[config.mk]
export PLATFORM = sky130hd
export DESIGN_NAME = traffic_phase_ctrl
export DESIGN_NICKNAME = d
export VERILOG_FILES = /design/src/rtl/traffic_pkg.sv /design/src/rtl/phase_tick_counter.sv /design/src/rtl/traffic_phase_ctrl.sv
export SDC_FILE = /design/constraint.sdc
export NUM_CORES = 1
export LEC_CHECK = 0
export CORE_ASPECT_RATIO = 0.6
export CORE_MARGIN = 1
export CORE_UTILIZATION = 55
export DETAILED_ROUTE_END_ITERATION = 8
export PLACE_DENSITY = 0.79
export SETUP_SLACK_MARGIN = 0.5
export SLEW_MARGIN = 20
export SYNTH_ARGS = -nofsm -noshare
export SYNTH_HDL_FRONTEND = slang
export SYNTH_HIERARCHICAL = 1
export SYNTH_SLANG_ARGS = --single-unit
[constraint.sdc]
create_clock -name clk -period 3.2 [get_ports clk]
set_input_delay 0.64 -clock clk [delete_from_list [all_inputs] [get_ports clk]]
set_output_delay 0.64 -clock clk [all_outputs]
set_load 0.02 [all_outputs]
[src/rtl/traffic_pkg.sv]
// Shared types and constants for the two-road intersection phase controller:
// the phase encoding, the one-hot lamp patterns and the default duration codes.
package traffic_pkg;

  typedef enum logic [2:0] {
    MAIN_GREEN  = 3'd0,
    MAIN_YELLOW = 3'd1,
    ALL_RED_A   = 3'd2,
    SIDE_GREEN  = 3'd3,
    SIDE_YELLOW = 3'd4,
    ALL_RED_B   = 3'd5
  } phase_e;

  // Lamp patterns are {red, yellow, green}
  localparam logic [2:0] L_RED = 3'b100;
  localparam logic [2:0] L_YEL = 3'b010;
  localparam logic [2:0] L_GRN = 3'b001;

  localparam logic [2:0] DUR_GREEN_DEF  = 3'd7;
  localparam logic [2:0] DUR_YELLOW_DEF = 3'd3;
  localparam logic [2:0] DUR_RED_DEF    = 3'd1;

  // Main-road lamp for a phase; anything not main-green/yellow shows red,
  // so an unexpected code can only ever fail towards red.
  function automatic logic [2:0] main_light_of(phase_e p);
    case (p)
      MAIN_GREEN:  return L_GRN;
      MAIN_YELLOW: return L_YEL;
      default:     return L_RED;
    endcase
  endfunction

  // Side-road lamp for a phase, red by default for the same reason.
  function automatic logic [2:0] side_light_of(phase_e p);
    case (p)
      SIDE_GREEN:  return L_GRN;
      SIDE_YELLOW: return L_YEL;
      default:     return L_RED;
    endcase
  endfunction

endpackage

[src/rtl/phase_tick_counter.sv]
// Per-phase tick counter shared by every phase: ignores the tick on the entry
// cycle, counts accepted ticks up to the phase limit, optionally saturates at
// the limit instead of advancing, and clears itself whenever the phase advances.
module phase_tick_counter (
  input  logic       clk,
  input  logic       rst_n,
  input  logic       tick_i,
  input  logic [7:0] limit_i,
  input  logic       saturate_i,
  input  logic       force_adv_i,
  output logic       adv_o,
  output logic       at_limit_o
);

  logic [7:0] cnt_q, cnt_d;
  logic       entry_q, entry_d;
  logic       accept;
  logic       last;

  // Decide whether this cycle's tick counts and whether the phase ends now
  always_comb begin
    accept     = tick_i && !entry_q;
    last       = (({1'b0, cnt_q} + 9'd1) == {1'b0, limit_i});
    adv_o      = force_adv_i || (accept && !saturate_i && last);
    at_limit_o = (cnt_q == limit_i);
    cnt_d      = cnt_q;
    if (adv_o) begin
      cnt_d = 8'd0;
    end else if (accept && (!saturate_i || (cnt_q < limit_i))) begin
      cnt_d = cnt_q + 8'd1;
    end
    entry_d    = adv_o;
  end

  // Count register and entry flag; entry is high after reset and after each advance
  always_ff @(posedge clk or negedge rst_n) begin
    if (!rst_n) begin
      cnt_q   <= 8'd0;
      entry_q <= 1'b1;
    end else begin
      cnt_q   <= cnt_d;
      entry_q <= entry_d;
    end
  end

endmodule

[src/rtl/traffic_phase_ctrl.sv]
// Two-road intersection phase controller. Sequences main/side lamps through
// green, yellow and all-red clearance, holding main green until side demand.
// Optional build macro PED_WALK_EN: a latched pedestrian request turns the
// ALL_RED_B clearance into a walk phase of WALK_TICKS with the walk lamp lit.
module traffic_phase_ctrl
  import traffic_pkg::*;
#(
  parameter int unsigned GREEN_TICKS  = 4,
  parameter int unsigned YELLOW_TICKS = 2,
  parameter int unsigned RED_TICKS    = 1,
  parameter int unsigned WALK_TICKS   = 6,
  parameter logic [2:0]  DUR_GREEN    = DUR_GREEN_DEF,
  parameter logic [2:0]  DUR_YELLOW   = DUR_YELLOW_DEF,
  parameter logic [2:0]  DUR_RED      = DUR_RED_DEF
) (
  input  logic       clk,
  input  logic       rst_n,
  input  logic       tick_i,
  input  logic       side_req_i,
  input  logic       ped_req_i,
  output logic [2:0] dur_o,
  output logic [2:0] main_light_o,
  output logic [2:0] side_light_o,
  output logic       ped_walk_o,
  output logic [2:0] state_o
);

  localparam logic [7:0] G_LIM = 8'(GREEN_TICKS);
  localparam logic [7:0] Y_LIM = 8'(YELLOW_TICKS);
  localparam logic [7:0] R_LIM = 8'(RED_TICKS);
  localparam logic [7:0] W_LIM = 8'(WALK_TICKS);

  phase_e     state_q, state_d;
  logic       side_pend_q, side_pend_d;
  logic       walk_q, walk_d;
  logic [2:0] main_q, side_q, dur_q;
  logic [7:0] limit;
  logic       saturate;
  logic       force_adv;
  logic       adv;
  logic       at_limit;

  function automatic logic [2:0] dur_of(phase_e p);
    case (p)
      MAIN_GREEN, SIDE_GREEN:   return DUR_GREEN;
      MAIN_YELLOW, SIDE_YELLOW: return DUR_YELLOW;
      default:                  return DUR_RED;
    endcase
  endfunction

  phase_tick_counter u_cnt (
    .clk         (clk),
    .rst_n       (rst_n),
    .tick_i      (tick_i),
    .limit_i     (limit),
    .saturate_i  (saturate),
    .force_adv_i (force_adv),
    .adv_o       (adv),
    .at_limit_o  (at_limit)
  );

  // Per-phase tick limit; main green saturates and leaves only on side demand,
  // and illegal codes are pushed out without waiting for a tick
  always_comb begin
    limit     = R_LIM;
    saturate  = 1'b0;
    force_adv = 1'b0;
    case (state_q)
      MAIN_GREEN: begin
        limit     = G_LIM;
        saturate  = 1'b1;
        force_adv = at_limit && side_pend_q;
      end
      MAIN_YELLOW, SIDE_YELLOW: limit = Y_LIM;
      SIDE_GREEN:               limit = G_LIM;
      ALL_RED_A:                limit = R_LIM;
      ALL_RED_B:                limit = walk_q ? W_LIM : R_LIM;
      default:                  force_adv = 1'b1;
    endcase
  end

  // Fixed phase ring and side demand latch; clearing on entry to side green wins
  always_comb begin
    state_d = state_q;
    if (adv) begin
      case (state_q)
        MAIN_GREEN:  state_d = MAIN_YELLOW;
        MAIN_YELLOW: state_d = ALL_RED_A;
        ALL_RED_A:   state_d = SIDE_GREEN;
        SIDE_GREEN:  state_d = SIDE_YELLOW;
        SIDE_YELLOW: state_d = ALL_RED_B;
        ALL_RED_B:   state_d = MAIN_GREEN;
        default:     state_d = ALL_RED_A;
      endcase
    end
    side_pend_d = (adv && (state_q == ALL_RED_A)) ? 1'b0 : (side_pend_q || side_req_i);
  end

`ifdef PED_WALK_EN
  logic ped_pend_q, ped_pend_d;

  // Walk is decided once, on entry to ALL_RED_B; the request latch clears on its exit
  always_comb begin
    walk_d     = adv ? ((state_d == ALL_RED_B) && ped_pend_q) : walk_q;
    ped_pend_d = (adv && (state_q == ALL_RED_B)) ? 1'b0 : (ped_pend_q || ped_req_i);
  end

  // Pedestrian request latch
  always_ff @(posedge clk or negedge rst_n) begin
    if (!rst_n) begin
      ped_pend_q <= 1'b0;
    end else begin
      ped_pend_q <= ped_pend_d;
    end
  end
`else
  logic unused_ped;
  assign unused_ped = ped_req_i;
  assign walk_d     = 1'b0;
`endif

  // Phase register with lamps and duration decoded from the next phase, so the
  // registered outputs always describe the phase held in state_q
  always_ff @(posedge clk or negedge rst_n) begin
    if (!rst_n) begin
      state_q     <= MAIN_GREEN;
      side_pend_q <= 1'b0;
      walk_q      <= 1'b0;
      main_q      <= L_GRN;
      side_q      <= L_RED;
      dur_q       <= DUR_GREEN;
    end else begin
      state_q     <= state_d;
      side_pend_q <= side_pend_d;
      walk_q      <= walk_d;
      main_q      <= main_light_of(state_d);
      side_q      <= side_light_of(state_d);
      dur_q       <= dur_of(state_d);
    end
  end

  assign state_o      = state_q;
  assign main_light_o = main_q;
  assign side_light_o = side_q;
  assign dur_o        = dur_q;
  assign ped_walk_o   = walk_q;

endmodule

==> summary.log <==
INFO  synthesis      synth.largest_area_cell=dfrtp_1
INFO  timing         fin_setup_tns=0ps
INFO  setup_path     worstSetupStartpointType=flop
INFO  timing         setup_violations_final=0
INFO  timing         unrepaired_setup_endpoints_after_global_routing=false
INFO  worst_hold_path min-delay-path-class=flop to flop
INFO  layout         most-common-layout-cells=17 x xnor2_1, 16 x nor2_1, 14 x clkdlybuf4s50_1, 14 x dfrtp_1, 13 x conb_1
INFO  setup_path     r2r-end=main_light_o[2]
INFO  timing         max_freq=0.390GHz
INFO  grt            total_gr_overflow=0
INFO  setup_path     crit_type=flop to flop
INFO  grt            wire_length_of_the_first_global_routing_pass=5500um
INFO  setup_path     reg2reg_depth=11
INFO  layout         final.fill_count=190
INFO  synthesis      yosysUniqueCellTypes=39
INFO  timing         slew_viol_final=0
INFO  routing        wire_per_inst=14.4um
INFO  timing         maxSlewHeadroom=41.8%
INFO  clock_network  clk_root_buffer_cell=clkbuf_8
INFO  synthesis      syn-instance-count=165
INFO  clock_network  tritoncts=done
INFO  layout         diodes=0
INFO  routing        route.final.wire_length=3240um
INFO  job            max_cap_viol_count=0
INFO  floorplanning  start_util=59.2%
INFO  clock_network  cts.sink_count=21
INFO  setup_path     r2r_setup_slack=640ps
INFO  layout         area_of_the_multi_input_gates=901um2
INFO  pwr            p_sw=0.667mW
INFO  grt            first_global_vias=1146
INFO  floorplanning  die-area=2950um2
INFO  clock_network  clk_transition_reported_paths=80ps
INFO  routing        drc=0
INFO  timing         final_period_utilization=80.0%
INFO  floorplanning  chipWidth=69.5um
INFO  setup_path     r2r-start=state_o[0]
INFO  placed_design  numPortBuffers=14
INFO  synthesis      synth-compound-area-share=10.5%
INFO  pwr            comb_power_share=54.3%
INFO  synthesis      synth-seq-cells=21
INFO  timing         layout_min_cycle_time=2560ps
INFO  clock_network  clk_latency=270ps
INFO  layout         stdcell_count=225
INFO  routing        detail_route.vias_per_cell=5.57
INFO  clock_network  cts_max_level=1
INFO  setup_path     worstSetupStartpoint=state_o[0]
INFO  setup_path     worst-endpoint-required=3350ps
INFO  floorplanning  die-height=42.5um
INFO  synthesis      synth_xor_xnor_area_share=11.7%
INFO  timing         worst_pin_slew=870ps
INFO  synthesis      synth_adder_area_share=7.49%
INFO  grt            grt_max_degree=21
INFO  synthesis      synth_seq_area_share=35.4%
INFO  floorplanning  std_cell_rows=14
INFO  setup_path     worst-path-max-fanout=12
INFO  timing         finalHoldViolCount=0
INFO  floorplanning  pin_count=18
INFO  synthesis      syn_avg_cell_area=9.11um2
INFO  synthesis      synth_simple_gate_area_share=22.2%
INFO  routing        postRouteAntennaNets=0
INFO  synthesis      yosys-mux-area-fraction=4.08%
INFO  pwr            p_total=1.54mW
INFO  pwr            power.share.clock=11.5%
INFO  setup_path     cp-endpoint=main_light_o[2]
INFO  layout         commonest_non_fill_non_tap_cell_in_the_layout=xnor2_1
INFO  synthesis      yosysWarnings=6
INFO  synthesis      synth_top_family_by_area=simple AND/OR/NAND/NOR gates
INFO  layout         layout_cell_share_with_drive_strength_beyond_1=15.5%
INFO  routing        route.vias.total=1253
INFO  placed_design  dp_cells=215
INFO  clock_network  ctsLongestPathBuffers=2
INFO  routing        drt_first_pass_iters=5
INFO  layout         final-seq-area=534um2
INFO  setup_path     critPathCaptureType=flop
INFO  placed_design  finalWeightedCongestion=0.886
INFO  timing         clock_skew=4.47ps
INFO  pwr            sequential_group_share_of_total_power=34.2%
INFO  status         run_status=finished clean
INFO  grt            globalRouteTotalUtil=24.8%
INFO  floorplanning  placeable_core_region=2540um2
INFO  placed_design  hpwl=2300um
INFO  layout         layout.nets=208
INFO  pwr            power.share.switching=43.4%
INFO  pwr            power_leakage=0.756nW
INFO  routing        starting_drc_count_in_detailed_routing=107
INFO  pwr            vdd.ir_drop.worst=0.000513V
INFO  pwr            powerDensity=864nW/um2
INFO  synthesis      netlist_area_pre_place=1500um2
INFO  pwr            cell_internal_pwr=0.869mW
INFO  setup_path     crit_arrival=2710ps
INFO  layout         area_delta_synth_final=18.3%
INFO  synthesis      synth_top_cell_area_share=26.6%
INFO  clock_network  numCtsBuffers=3
INFO  synthesis      ys_top_cells_by_area=dfrtp_1 27%, xnor2_1 9.9%, dfstp_2 8.7%
INFO  timing         fin_worst_hold_slack=546ps
INFO  grt            antenna_found_initial=0
[worst max-delay path, cell delays in order, from the launching register on]
cell and delay [ps]:
dfrtp_2 490, xor2_1 200, nor2_2 190, inv_1 60, ha_1 310, nand4_1 90, nor2_1 40, a32o_1 270
a31o_4 260, nand2_1 100, nor2_1 60, or3b_1 350
[metrics by stage]
stage	util, %	worst slack, ps	cell area [um2]
finish	70.0	639	1780
global route	70.0	455	1780
CTS	68.4	545	1740
detailed placement	66.0	308	1680
global placement	66.0	401	1680
floorplan	-	505	1560
[cells in the mapped netlist, drive strengths merged]
| cell type | count |
|---|---|
| a211oi | 2 |
| a21o | 2 |
| a21oi | 4 |
| a222oi | 1 |
| a31o | 1 |
| a31oi | 1 |
| a32o | 2 |
| and3 | 2 |
| buf | 11 |
| conb | 2 |
| dfrtp | 16 |
| dfstp | 5 |
| ha | 9 |
| inv | 11 |
| mux2 | 1 |
| mux2i | 5 |
| nand2 | 10 |
| nand2b | 5 |
| nand3 | 3 |
| nand3b | 2 |
| nand4 | 4 |
| nand4b | 1 |
| nor2 | 17 |
| nor2b | 2 |
| nor3 | 10 |
| nor3b | 1 |
| nor4 | 1 |
| o211ai | 2 |
| o21a | 1 |
| o21ai | 7 |
| or2 | 1 |
| or3 | 2 |
| or3b | 1 |
| xnor2 | 17 |
| xor2 | 3 |
[cell type report]
type | instances | area share, %
multi-input cells | 133 | 50.7
clock inverters | 1 | 0.281
clock buffers | 3 | 2.32
repair buffers | 24 | 12.1
well taps | 32 | 2.25
inverters | 11 | 2.32
flip-flops and latches | 21 | 30.0
[power groups by stage]
stage / clock network (mW) / registers [mW] / logic (mW)
detailed placement: 0 / 0.539 / 0.774
floorplan: 0 / 0.516 / 0.622
global placement: 0 / 0.532 / 0.743
CTS: 0.181 / 0.521 / 0.814
global route: 0.191 / 0.543 / 0.924
finish: 0.177 / 0.526 / 0.834
[cells by family (layout without fill, tap and decap cells)]
| group | after synthesis | count (layout) |
|---|---|---|
| AO/OA/AOI/OAI | 23 | 23 |
| XOR/XNOR | 20 | 20 |
| adder cells (fa/ha/maj) | 9 | 9 |
| buffers and inverters | 22 | 39 |
| flip-flops | 21 | 21 |
| multiplexers | 6 | 6 |
| other | 2 | 13 |
| AND/OR/NAND/NOR | 62 | 62 |
[flip-flops by register name, summed over array words and instances (netlist names)]
register and cells:
dur_o 2, main_light_o 3, side_light_o 3, side_pend_q 1
state_o 3, u_cnt/cnt_q 8, u_cnt/entry_q 1
[worst min path at each step]
stage | slack (ps) | to | from | depth (start not counted)
2_1_floorplan | 340 | main_light_o[1] | rst_n | 0
3_3_place_gp | 530 | main_light_o[0] | state_o[1] | 1
3_5_place_dp | 530 | side_pend_q | side_pend_q | 2
4_1_cts | 540 | side_pend_q | side_pend_q | 2
5_1_grt | 600 | side_pend_q | side_pend_q | 2
6_report | 550 | side_pend_q | side_pend_q | 2
[repair_timing]
item	CTS	global route
setup endpoints to repair	4	2
buffers inserted	2	4
cloned	0	0
hold buffers	0	0
gates resized for setup	1	2
pin swaps	0	2
[metal layers]
layer / track usage [%] / share of wire (%)
met3: 6.73 / 5.8
met2: 39.0 / 47
met4: 8.57 / 1.1
met5: 0 / 0
met1: 33.1 / 46
(Power assumes the default switching activity.)
